**src/rtl/simon_uart_sequencer.sv**
```systemverilog
// Block sequencer for SIMON-Said: Rx FIFO -> cipher core -> Tx FIFO.
// Edge-started, cipher handshake with timeout, Tx back-pressure and drain.
module simon_uart_sequencer #(
    parameter int TIMEOUT_CYCLES = 1024,
    parameter int TO_BITS        = 11,
    parameter bit AUTO_START     = 1'b0
) (
    input  logic       clk_100MHz,
    input  logic       reset,
    input  logic       go,
    input  logic       mode_in,
    input  logic       rx_full,
    input  logic       tx_empty,
    input  logic       cipher_done,
    output logic       rx_read,
    output logic       cipher_start,
    output logic       cipher_mode,
    output logic       tx_write,
    output logic       busy,
    output logic       error,
    output logic [7:0] block_count,
    output logic [2:0] state_out
);

    typedef enum logic [2:0] {
        S_IDLE    = 3'd0,
        S_CAPTURE = 3'd1,
        S_START   = 3'd2,
        S_WAIT    = 3'd3,
        S_WRITE   = 3'd4,
        S_DRAIN   = 3'd5,
        S_ERROR   = 3'd6
    } state_t;

    localparam logic [TO_BITS-1:0] TO_LAST = TO_BITS'(TIMEOUT_CYCLES - 1);

    state_t             state;
    logic               go_q;
    logic               seen_busy;
    logic [TO_BITS-1:0] to_cnt;
    logic               go_rise;
    logic               start_cond;
    logic               to_hit;

    assign go_rise    = go & ~go_q;
    assign start_cond = rx_full & (AUTO_START ? 1'b1 : go_rise);
    assign to_hit     = (to_cnt == TO_LAST);
    assign state_out  = state;

    always_ff @(posedge clk_100MHz or negedge reset) begin
        if (!reset) begin
            state        <= S_IDLE;
            go_q         <= 1'b0;
            seen_busy    <= 1'b0;
            to_cnt       <= '0;
            rx_read      <= 1'b0;
            cipher_start <= 1'b0;
            cipher_mode  <= 1'b0;
            tx_write     <= 1'b0;
            busy         <= 1'b0;
            error        <= 1'b0;
            block_count  <= 8'd0;
        end else begin
            go_q         <= go;
            rx_read      <= 1'b0;
            cipher_start <= 1'b0;
            tx_write     <= 1'b0;
            unique case (state)
                S_IDLE: begin
                    if (start_cond) begin
                        state       <= S_CAPTURE;
                        cipher_mode <= mode_in;
                        rx_read     <= 1'b1;
                        busy        <= 1'b1;
                    end
                end
                S_CAPTURE: begin
                    state        <= S_START;
                    cipher_start <= 1'b1;
                end
                S_START: begin
                    state  <= S_WAIT;
                    to_cnt <= '0;
                end
                S_WAIT: begin
                    to_cnt <= to_cnt + 1'b1;
                    // a result arriving on the last allowed cycle still counts
                    if (cipher_done) begin
                        state    <= S_WRITE;
                        tx_write <= tx_empty;
                    end else if (to_hit) begin
                        state <= S_ERROR;
                        error <= 1'b1;
                        busy  <= 1'b0;
                    end
                end
                S_WRITE: begin
                    if (tx_write) begin
                        state     <= S_DRAIN;
                        seen_busy <= 1'b0;
                    end else if (tx_empty) begin
                        tx_write <= 1'b1;
                    end
                end
                S_DRAIN: begin
                    if (!tx_empty) begin
                        seen_busy <= 1'b1;
                    end else if (seen_busy) begin
                        state       <= S_IDLE;
                        busy        <= 1'b0;
                        block_count <= block_count + 8'd1;
                    end
                end
                S_ERROR: begin
                    if (go_rise) begin
                        state <= S_IDLE;
                        error <= 1'b0;
                    end
                end
                default: begin
                    state <= S_IDLE;
                    busy  <= 1'b0;
                end
            endcase
        end
    end

endmodule

```
**config.mk**
```make
export PLATFORM = sky130hd
export DESIGN_NAME = simon_uart_sequencer
export DESIGN_NICKNAME = d
export VERILOG_FILES = /design/src/rtl/simon_uart_sequencer.sv
export SDC_FILE = /design/constraint.sdc
export NUM_CORES = 1
export LEC_CHECK = 0
export ABC_AREA = 1
export CORE_MARGIN = 5
export CORE_UTILIZATION = 53
export CTS_CLUSTER_DIAMETER = 40
export DETAILED_ROUTE_END_ITERATION = 7
export PLACE_DENSITY = 0.79
export SKIP_LAST_GASP = 1
export SLEW_MARGIN = 30
export SYNTH_ARGS = -nofsm -noshare
export SYNTH_HDL_FRONTEND = slang
export SYNTH_SLANG_ARGS = --single-unit
```
**constraint.sdc**
```tcl
create_clock -name clk_100MHz -period 1.56 [get_ports clk_100MHz]
set_input_delay 0.156 -clock clk_100MHz [delete_from_list [all_inputs] [get_ports clk_100MHz]]
set_output_delay 0.156 -clock clk_100MHz [all_outputs]
set_load 0.01 [all_outputs]
```
; Word level (Yosys, flattened, before mapping)
; Cells that the tools add are included.
[classes]
n_addsub = 2
eq_ne = 16
muxes = 29
bitwise = 4
reduce_logical = 11
[op_table]
columns = op, n
row1 = one-hot mux 11 bit (2 select lines), 1
row2 = two-way mux 3 bit, 7
row3 = one-hot mux 3 bit (7 select lines), 1
row4 = two-way mux 1 bit, 16
row5 = inequality test 2 bit (second input constant), 8
row6 = AND reduction 6 bit, 2
row7 = adder 11 x 1 -> 11 bit (second input constant), 1
row8 = == test 11 x 10 -> 1 bit (second input constant), 1
row9 = == test 3 bit (second input constant), 3
row10 = adder 8 x 1 -> 8 bit (second input constant), 1
row11 = == test 3 x 2 -> 1 bit (second input constant), 2
row12 = one-hot mux 1 bit (2 select lines), 3
row13 = AND reduction 3 bit, 2
row14 = nonzero test 2 bit, 3
row15 = one-hot mux 1 bit (4 select lines), 1
row16 = AND reduction 4 bit, 1
row17 = OR reduction 4 bit, 1
row18 = == test 3 x 1 -> 1 bit (second input constant), 1
row19 = zero test 3 bit, 1
row20 = inequality test 3 bit (second input constant), 1
row21 = bitwise AND 1 bit, 2
row22 = NOT 1 bit, 2
row23 = AND reduction 2 bit, 1
[totals]
ff_bits = 30
inputBits = 7

; Depth between registers and ports, before layout
; Gate-level depths: netlist (run 1).
[depth]
depth_word = 5
ltp_mapped = 10

; Worst setup path before layout (run 1)
; OpenSTA, ideal clock, no wires.
[synth_path]
path_kind = reg2reg
from = reg state[1] (netlist: state_out[1])
to = reg block_count[6]
setup_ns = 0.117
arrival_time_ns = 1.179
required_time_ns = 1.443
setup_slack_ns = 0.264
path_stages_with_launch = 10
period_less_slack_ns = 1.296
cell_sequence = dfrtp_1 > buf_6 > inv_4 > nand2_2 > nor2_2 > nand3_2 > nor2_2 > nand3_1 > nand2_1 > nand2_1
[synth_via]
elab_chain_len = 2
[synth_lines]
columns = element, line
row1 = start: declaration, 37  ; state_t state;
row2 = start signal: assignment, 52  ; state <= S_IDLE;
row3 = start signal: assignment, 71  ; state <= S_CAPTURE;
row4 = start signal: assignment, 78  ; state <= S_START;
row5 = == test 3 bit, 68  ; unique case (state)
row6 = AND reduction 3 bit (no line), -
row7 = end signal: assignment, 111  ; block_count <= block_count + 8'd1;
row8 = end: declaration, 21  ; output logic [7:0] block_count,
; No other way between the ends.
; A chain may end at the register's enable or synchronous reset.

; Worst setup path in the final report (run 1)
[layout_path]
from = reg block_count[0]
to = out block_count[0]
; No word-level cell between the ends.

==> qor.yml, run 1 <==
clock_network:
  cts_tree: "done"
  cts_max_path_buffers: 2
  holdBufCountCts: 0
  numCtsBuffers: 5
  cts.sinks: 30
  clk_latency_ns: 0.34
  clock-root-buffer: "clkbuf_4"
  htree_levels: 2
  path_clk_slew_ns: 0.11
floorplanning:
  start_util_pct: 56.0
  core-area_um2: 2810
  ios: 24
  std_cell_rows: 19
  die_y_um: 64.5
  die-area_um2: 4150
  die_w_um: 64.5
critical_path:
  crit_type: "reg2out"
  cp-end-kind: "output port"
  worstPathMaxFanout: 4
  crit_path_start_kind: "flip-flop"
  path_buf_inv: 1
  crit_slowest_cell: "clkdlybuf4s50_1"
  cp_cell_sequence: "clkdlybuf4s50_1"
  path_delay_family: "buffers and inverters"
  critPathArrivalTime_ns: 1.36
  cp_slowest_stage_delay_ns: 0.58
  cp_data_required_time_ns: 1.40
synthesis:
  syn_area_um2: 1570
  yosysWarnings: 0
  synth_area_per_cell_um2: 8.45
  synth_top_family_by_area: "simple AND/OR/NAND/NOR gates"
  yosysSeqAreaShare_pct: 47.8
  synth_top_area_share_pct: 47.8
  synth_fp_nets: 195
  synth_fa_ha_area_share_pct: 1.59
  synth-main-ff-cell: "dfrtp_1"
  synth_compound_area_share_pct: 8.04
  synth-xor-area-share_pct: 3.90
  synth-seq-cells: 30
  synth_simple_gate_area_share_pct: 31.3
  synthTopCellsByArea: "dfrtp_1 (48%), nand2_1 (12%), nand3_1 (4.8%)"
  async_flop_share_pct: 100
  synth-edff-count: 0
  synth_largest_area_cell: "dfrtp_1"
  synth_cells: 186
  synthMuxAreaShare_pct: 0
  synth.distinct_cells: 32
routing:
  wl_mm: 3.68
  vias: 1395
  via_per_inst: 5.49
  first_iter_violations: 86
  drt-wirelength-per-cell_um: 14.5
  antenna_left: 0
  drt_first_pass_iters: 4
  drc: 0
place:
  routabilityCongestion: 0.904
  port-buffer-count: 23
  post-dp-hpwl_mm: 2.65
  dp_slack_ns: 0.0161
sta:
  rsz0062_at_grt: "yes"
  final.setup.tns_ns: 0
  fmax_mhz: 660
  fin_crit_ns: 1.51
  layout_setup_ws_ns: 0.0453
  slew_headroom_pct: 74.5
  skew_ns: 0.0193
  setup_violations: 0
  tightest_slew_ns: 0.383
  slew_violations: 0
  finalCritPeriodShare_pct: 97.1
  hold_viol: 0
  whs_ns: 0.193
pwr:
  p_leak_uw: 0.000978
  ir_drop_v: 0.000984
  powerDensity_nw_per_um2: 1470
finish:
  drive_above_1_share_pct: 18.8
  layout_commonest_cell: "nand2_1"
  mostFrequentLayoutCells: "nand2_1 (49), dfrtp_1 (25), clkdlybuf4s50_1 (23)"
  fin_nets: 231
  area_growth_pct: 25.5
  antenna_cells: 0
global_routing:
  grtUsageTotal_pct: 19.6
  grt_pass1_vias: 1446
  grt_pass1_wl_mm: 6.42
  grt_start_max_net_pins: 31
  grt-ovfl-total: 0
  antenna_found_initial: 0
run_status:
  status: "complete, no violations"
min_path:
  hp-class: "in2async"
job:
  cap_violations: 0
==> metrics by stage <==
step	cells	total power, µW	instance area (µm²)	util (%)
3_3_place_gp	241	2180	1840	65.7
2_1_floorplan	186	1830	1570	-
4_1_cts	251	2770	1920	68.5
5_1_grt	254	3150	1970	70.3
6_report	254	2910	1970	70.3
3_5_place_dp	241	2230	1840	65.7
==> per-layer routing <==
metal  vias up  part of all wire [%]  GRT usage (%)
met4         0                   2.2           7.12
met5         -                     0              0
met2        44                    51           33.5
met3        10                   5.1           6.22
met1       659                    42           23.3
li1        682                     -              -
==> sequential cells by signal, indices dropped and copies added, names as in the netlist <==
name,cells
block_count,8
busy,1
cipher_mode,1
cipher_start,1
error,1
go_q,1
rx_read,1
seen_busy,1
state_out,3
to_cnt,11
tx_write,1
==> worst paths after layout <==
path,startpoint,slack (ns),cells past startpoint,end
worst min-delay path,reset,0.19,2,block_count[2]$_DFFE_PN0P_
min in group clk_100MHz,go,0.32,1,go_q$_DFF_PN0_
worst max-delay path,block_count[0]$_DFFE_PN0P_,0.05,1,block_count[0]
worst max register to register,state_out[2]$_DFFE_PN0P_,0.08,8,state_out[2]$_DFFE_PN0P_
max in group asynchronous,reset,1.06,2,block_count[4]$_DFFE_PN0P_
worst min register to register,busy$_DFFE_PN0P_,0.49,2,busy$_DFFE_PN0P_
==> layout make-up <==
class | instances | area [µm²]
well taps | 31 | 38.8
clock buffers | 7 | 55.1
flip-flops and latches | 30 | 757
multi-input cells | 132 | 704
fillers | 222 | 833
clock inverters | 1 | 5.00
inverters | 21 | 88.8
repair buffers | 32 | 323
==> synthesized netlist by cell type (all sizes together) (2+ instances only) <==
master	number
nand2	54
dfrtp	30
inv	20
nor2	19
nand3	17
a21oi	10
o21ai	6
nand4	5
xor2	4
buf	3
xnor2	3
a22oi	2
a31oi	2
ha	2
nor3	2
==> logic make-up (layout without fill, tap and decap cells) <==
kind of cell | count (synthesis) | after routing
xor gates and xnor gates | 7 | 7
DFF | 30 | 30
buffers and inverters | 24 | 61
AOI/OAI and AO/OA | 22 | 22
adders and majority gates | 2 | 2
and+or+nand+nor | 101 | 101
==> repair_timing <==
item | 4_1_cts | 5_1_grt
gates resized for setup | 3 | 3
setup buffers | 2 | 3
pin swaps | 0 | 0
endpoints found under the setup margin | 3 | 7
==> report_power, final <==
| part | leakage, µW | total (µW) | internal [µW] | switching (µW) |
|---|---|---|---|---|
| clock | 0.0000353 | 499 | 218 | 281 |
| sequential | 0.000396 | 1040 | 923 | 119 |
| combinational | 0.000547 | 1370 | 603 | 764 |
| total | 0.000978 | 2910 | 1740 | 1160 |
No activity file was read; power rests on OpenSTA's default activity.
==> run 2: changes to the inputs <==
--- a/config.mk
+++ b/config.mk
@@ -6,9 +6,8 @@
 export NUM_CORES = 1
 export LEC_CHECK = 0
 export ABC_AREA = 1
-export CORE_MARGIN = 5
 export CORE_UTILIZATION = 53
-export CTS_CLUSTER_DIAMETER = 40
+export CTS_CLUSTER_DIAMETER = 120
 export DETAILED_ROUTE_END_ITERATION = 7
 export PLACE_DENSITY = 0.79
 export SKIP_LAST_GASP = 1
@@ -16,3 +15,4 @@
 export SYNTH_ARGS = -nofsm -noshare
 export SYNTH_HDL_FRONTEND = slang
 export SYNTH_SLANG_ARGS = --single-unit
+export TNS_END_PERCENT = 1
==> run 2 against run 1 <==
  * Routed wire length down 10%
  * Core utilization down 2.1 points
  * Via count shrank 4.5%
  * Worst hold slack gained 0.025 ns
  * Critical path type unchanged
  * Largest cell class unchanged
  * Largest power group is now sequential cells
==> qor.yml, run 2 (synthesis gave the netlist of run 1 again) <==
run_status:
  status: "complete, no violations"
clock_network:
  cts.sinks: 30
  cts_tree: "done"
  path_clk_slew_ns: 0.09
  clk_latency_ns: 0.33
  htree_levels: 2
  numCtsBuffers: 5
  postCtsSetupBuffers: 0
  holdBufCountCts: 0
  clock-root-buffer: "clkbuf_4"
  cts_max_path_buffers: 2
critical_path:
  worstPathMaxFanout: 9
  cp_slowest_stage_delay_ns: 0.57
  path_buf_inv: 1
  cp_cell_sequence: "clkdlybuf4s50_1"
  cp_data_required_time_ns: 1.40
  critPathArrivalTime_ns: 1.38
  cp-end-kind: "output port"
  crit_path_start_kind: "flip-flop"
  crit_type: "reg2out"
  crit_slowest_cell: "clkdlybuf4s50_1"
  path_delay_family: "buffers and inverters"
finish:
  largest_register_ffs: 11
  fillers: 229
  area_growth_pct: 20.8
  largest-register: "to_cnt"
  finish.utilization_pct: 68.2
  mostFrequentLayoutCells: "nand2_1 (49), dfrtp_1 (27), clkdlybuf4s50_1 (23)"
  finalInstanceArea_um2: 1900
  layout_commonest_cell: "nand2_1"
  antenna_cells: 0
  drive_above_1_share_pct: 15.3
  fin_nets: 226
floorplanning:
  start_util_pct: 56.5
  die_w_um: 56.5
  std_cell_rows: 19
  ios: 24
  die_y_um: 56.5
  die-area_um2: 3190
  core-area_um2: 2780
global_routing:
  grt-ovfl-total: 0
  grt_pass1_wl_mm: 5.97
  grt_pass1_vias: 1325
  grtUsageTotal_pct: 24.8
  antenna_found_initial: 0
  grt_start_max_net_pins: 31
job:
  cap_violations: 0
sta:
  final.setup.tns_ns: 0
  tightest_slew_ns: 0.380
  slew_headroom_pct: 74.6
  whs_ns: 0.217
  fmax_mhz: 651
  hold_viol: 0
  rsz0062_at_grt: "yes"
  fin_crit_ns: 1.54
  finalCritPeriodShare_pct: 98.5
  setup_violations: 0
  slew_violations: 0
  skew_ns: 0.00769
routing:
  drt-wirelength-per-cell_um: 13.4
  drt_first_pass_iters: 4
  first_iter_violations: 42
  via_per_inst: 5.39
  antenna_left: 0
  wl_mm: 3.31
  drc: 0
  vias: 1332
min_path:
  hp-class: "in2async"
place:
  port-buffer-count: 23
  routabilityCongestion: 0.969
  placedInstanceArea_um2: 1840
  post-dp-hpwl_mm: 2.49
pwr:
  ir_drop_v: 0.00130
  power_uw: 2660
  p_leak_uw: 0.000946
  powerDensity_nw_per_um2: 1400
-- run 2: changes by cell type in the layout (fill, tap and decap cells not counted) --
cell      change
buf_12        -2
inv_2         -1
dfrtp_2       -2
dfrtp_1       +2
buf_4         -3
inv_1         +1
clkbuf_1      -1
clkinv_2      -1
-- run 2: path summary, 6_finish.rpt --
check | start | endpoint | slack, ns | depth (start not counted)
setup reg to reg | to_cnt[0]$_DFFE_PN0P_ | state_out[0]$_DFFE_PN0P_ | 0.14 | 8
hold / removal | reset | to_cnt[8]$_DFFE_PN0P_ | 0.22 | 2
hold reg to reg | busy$_DFFE_PN0P_ | busy$_DFFE_PN0P_ | 0.48 | 2
max in group asynchronous | reset | state_out[0]$_DFFE_PN0P_ | 1.05 | 2
setup / recovery | state_out[1]$_DFFE_PN0P_ | state_out[1] | 0.02 | 1
min in group clk_100MHz | go | go_q$_DFF_PN0_ | 0.33 | 1
-- run 2: layout make-up --
type                    instances  area, µm²  share of cell area (%)
repair buffers                 27        260                    13.7
well taps                      31       38.8                    2.04
inverters                      21       88.8                    4.68
clock buffers                   6       51.3                    2.70
flip-flops and latches         30        754                    39.7
multi-input cells             132        704                    37.1
-- run 2: routing by layer --
layer,global-route usage (%),wire (µm),share of wire [%],vias to the layer above
li1,-,-,-,662
met1,29.5,1420,43,629
met2,41.7,1690,51,34
met3,8.53,155,4.7,7
met4,8.36,43,1.3,0
met5,0,0,0,-
-- run 2: power breakdown --
group / switching (µW) / leakage (µW) / total (µW) / internal, µW
Clock: 252 / 0.0000302 / 455 / 203
Combinational: 621 / 0.000516 / 1100 / 482
Sequential: 174 / 0.000400 / 1100 / 924
Total: 1050 / 0.000946 / 2660 / 1610
-- run 2: repair_timing --
action	CTS	global route
gates resized for setup	1	2
gates cloned	0	0
setup endpoints to repair	3	4
-- run 2: worst register-to-register path, delay by kind of cell, from the launching register on --
| family | cells | cell delay (ns) |
|---|---|---|
| buf+inv | 1 | 0.15 |
| fa+ha+maj | 1 | 0.21 |
| flops | 1 | 0.41 |
| simple gates | 6 | 0.56 |
-- run 2: metrics by stage --
| step | instances | setup WS (ns) |
|---|---|---|
| after floorplan | 186 | 0.264 |
| after global placement | 241 | 0.100 |
| after detailed placement | 241 | 0.00958 |
| after CTS | 247 | -0.0459 |
| after global routing | 247 | -0.0348 |
| final | 247 | 0.0236 |
==> run 3: changes to the inputs <==
--- a/config.mk
+++ b/config.mk
@@ -9,6 +9,7 @@
 export CORE_UTILIZATION = 53
 export CTS_CLUSTER_DIAMETER = 120
 export DETAILED_ROUTE_END_ITERATION = 7
+export HOLD_SLACK_MARGIN = 0.03
 export PLACE_DENSITY = 0.79
 export SKIP_LAST_GASP = 1
 export SLEW_MARGIN = 30
==> results of run 3 <==
Same layout as run 2: the final DEF is identical, and so are final timing and power.
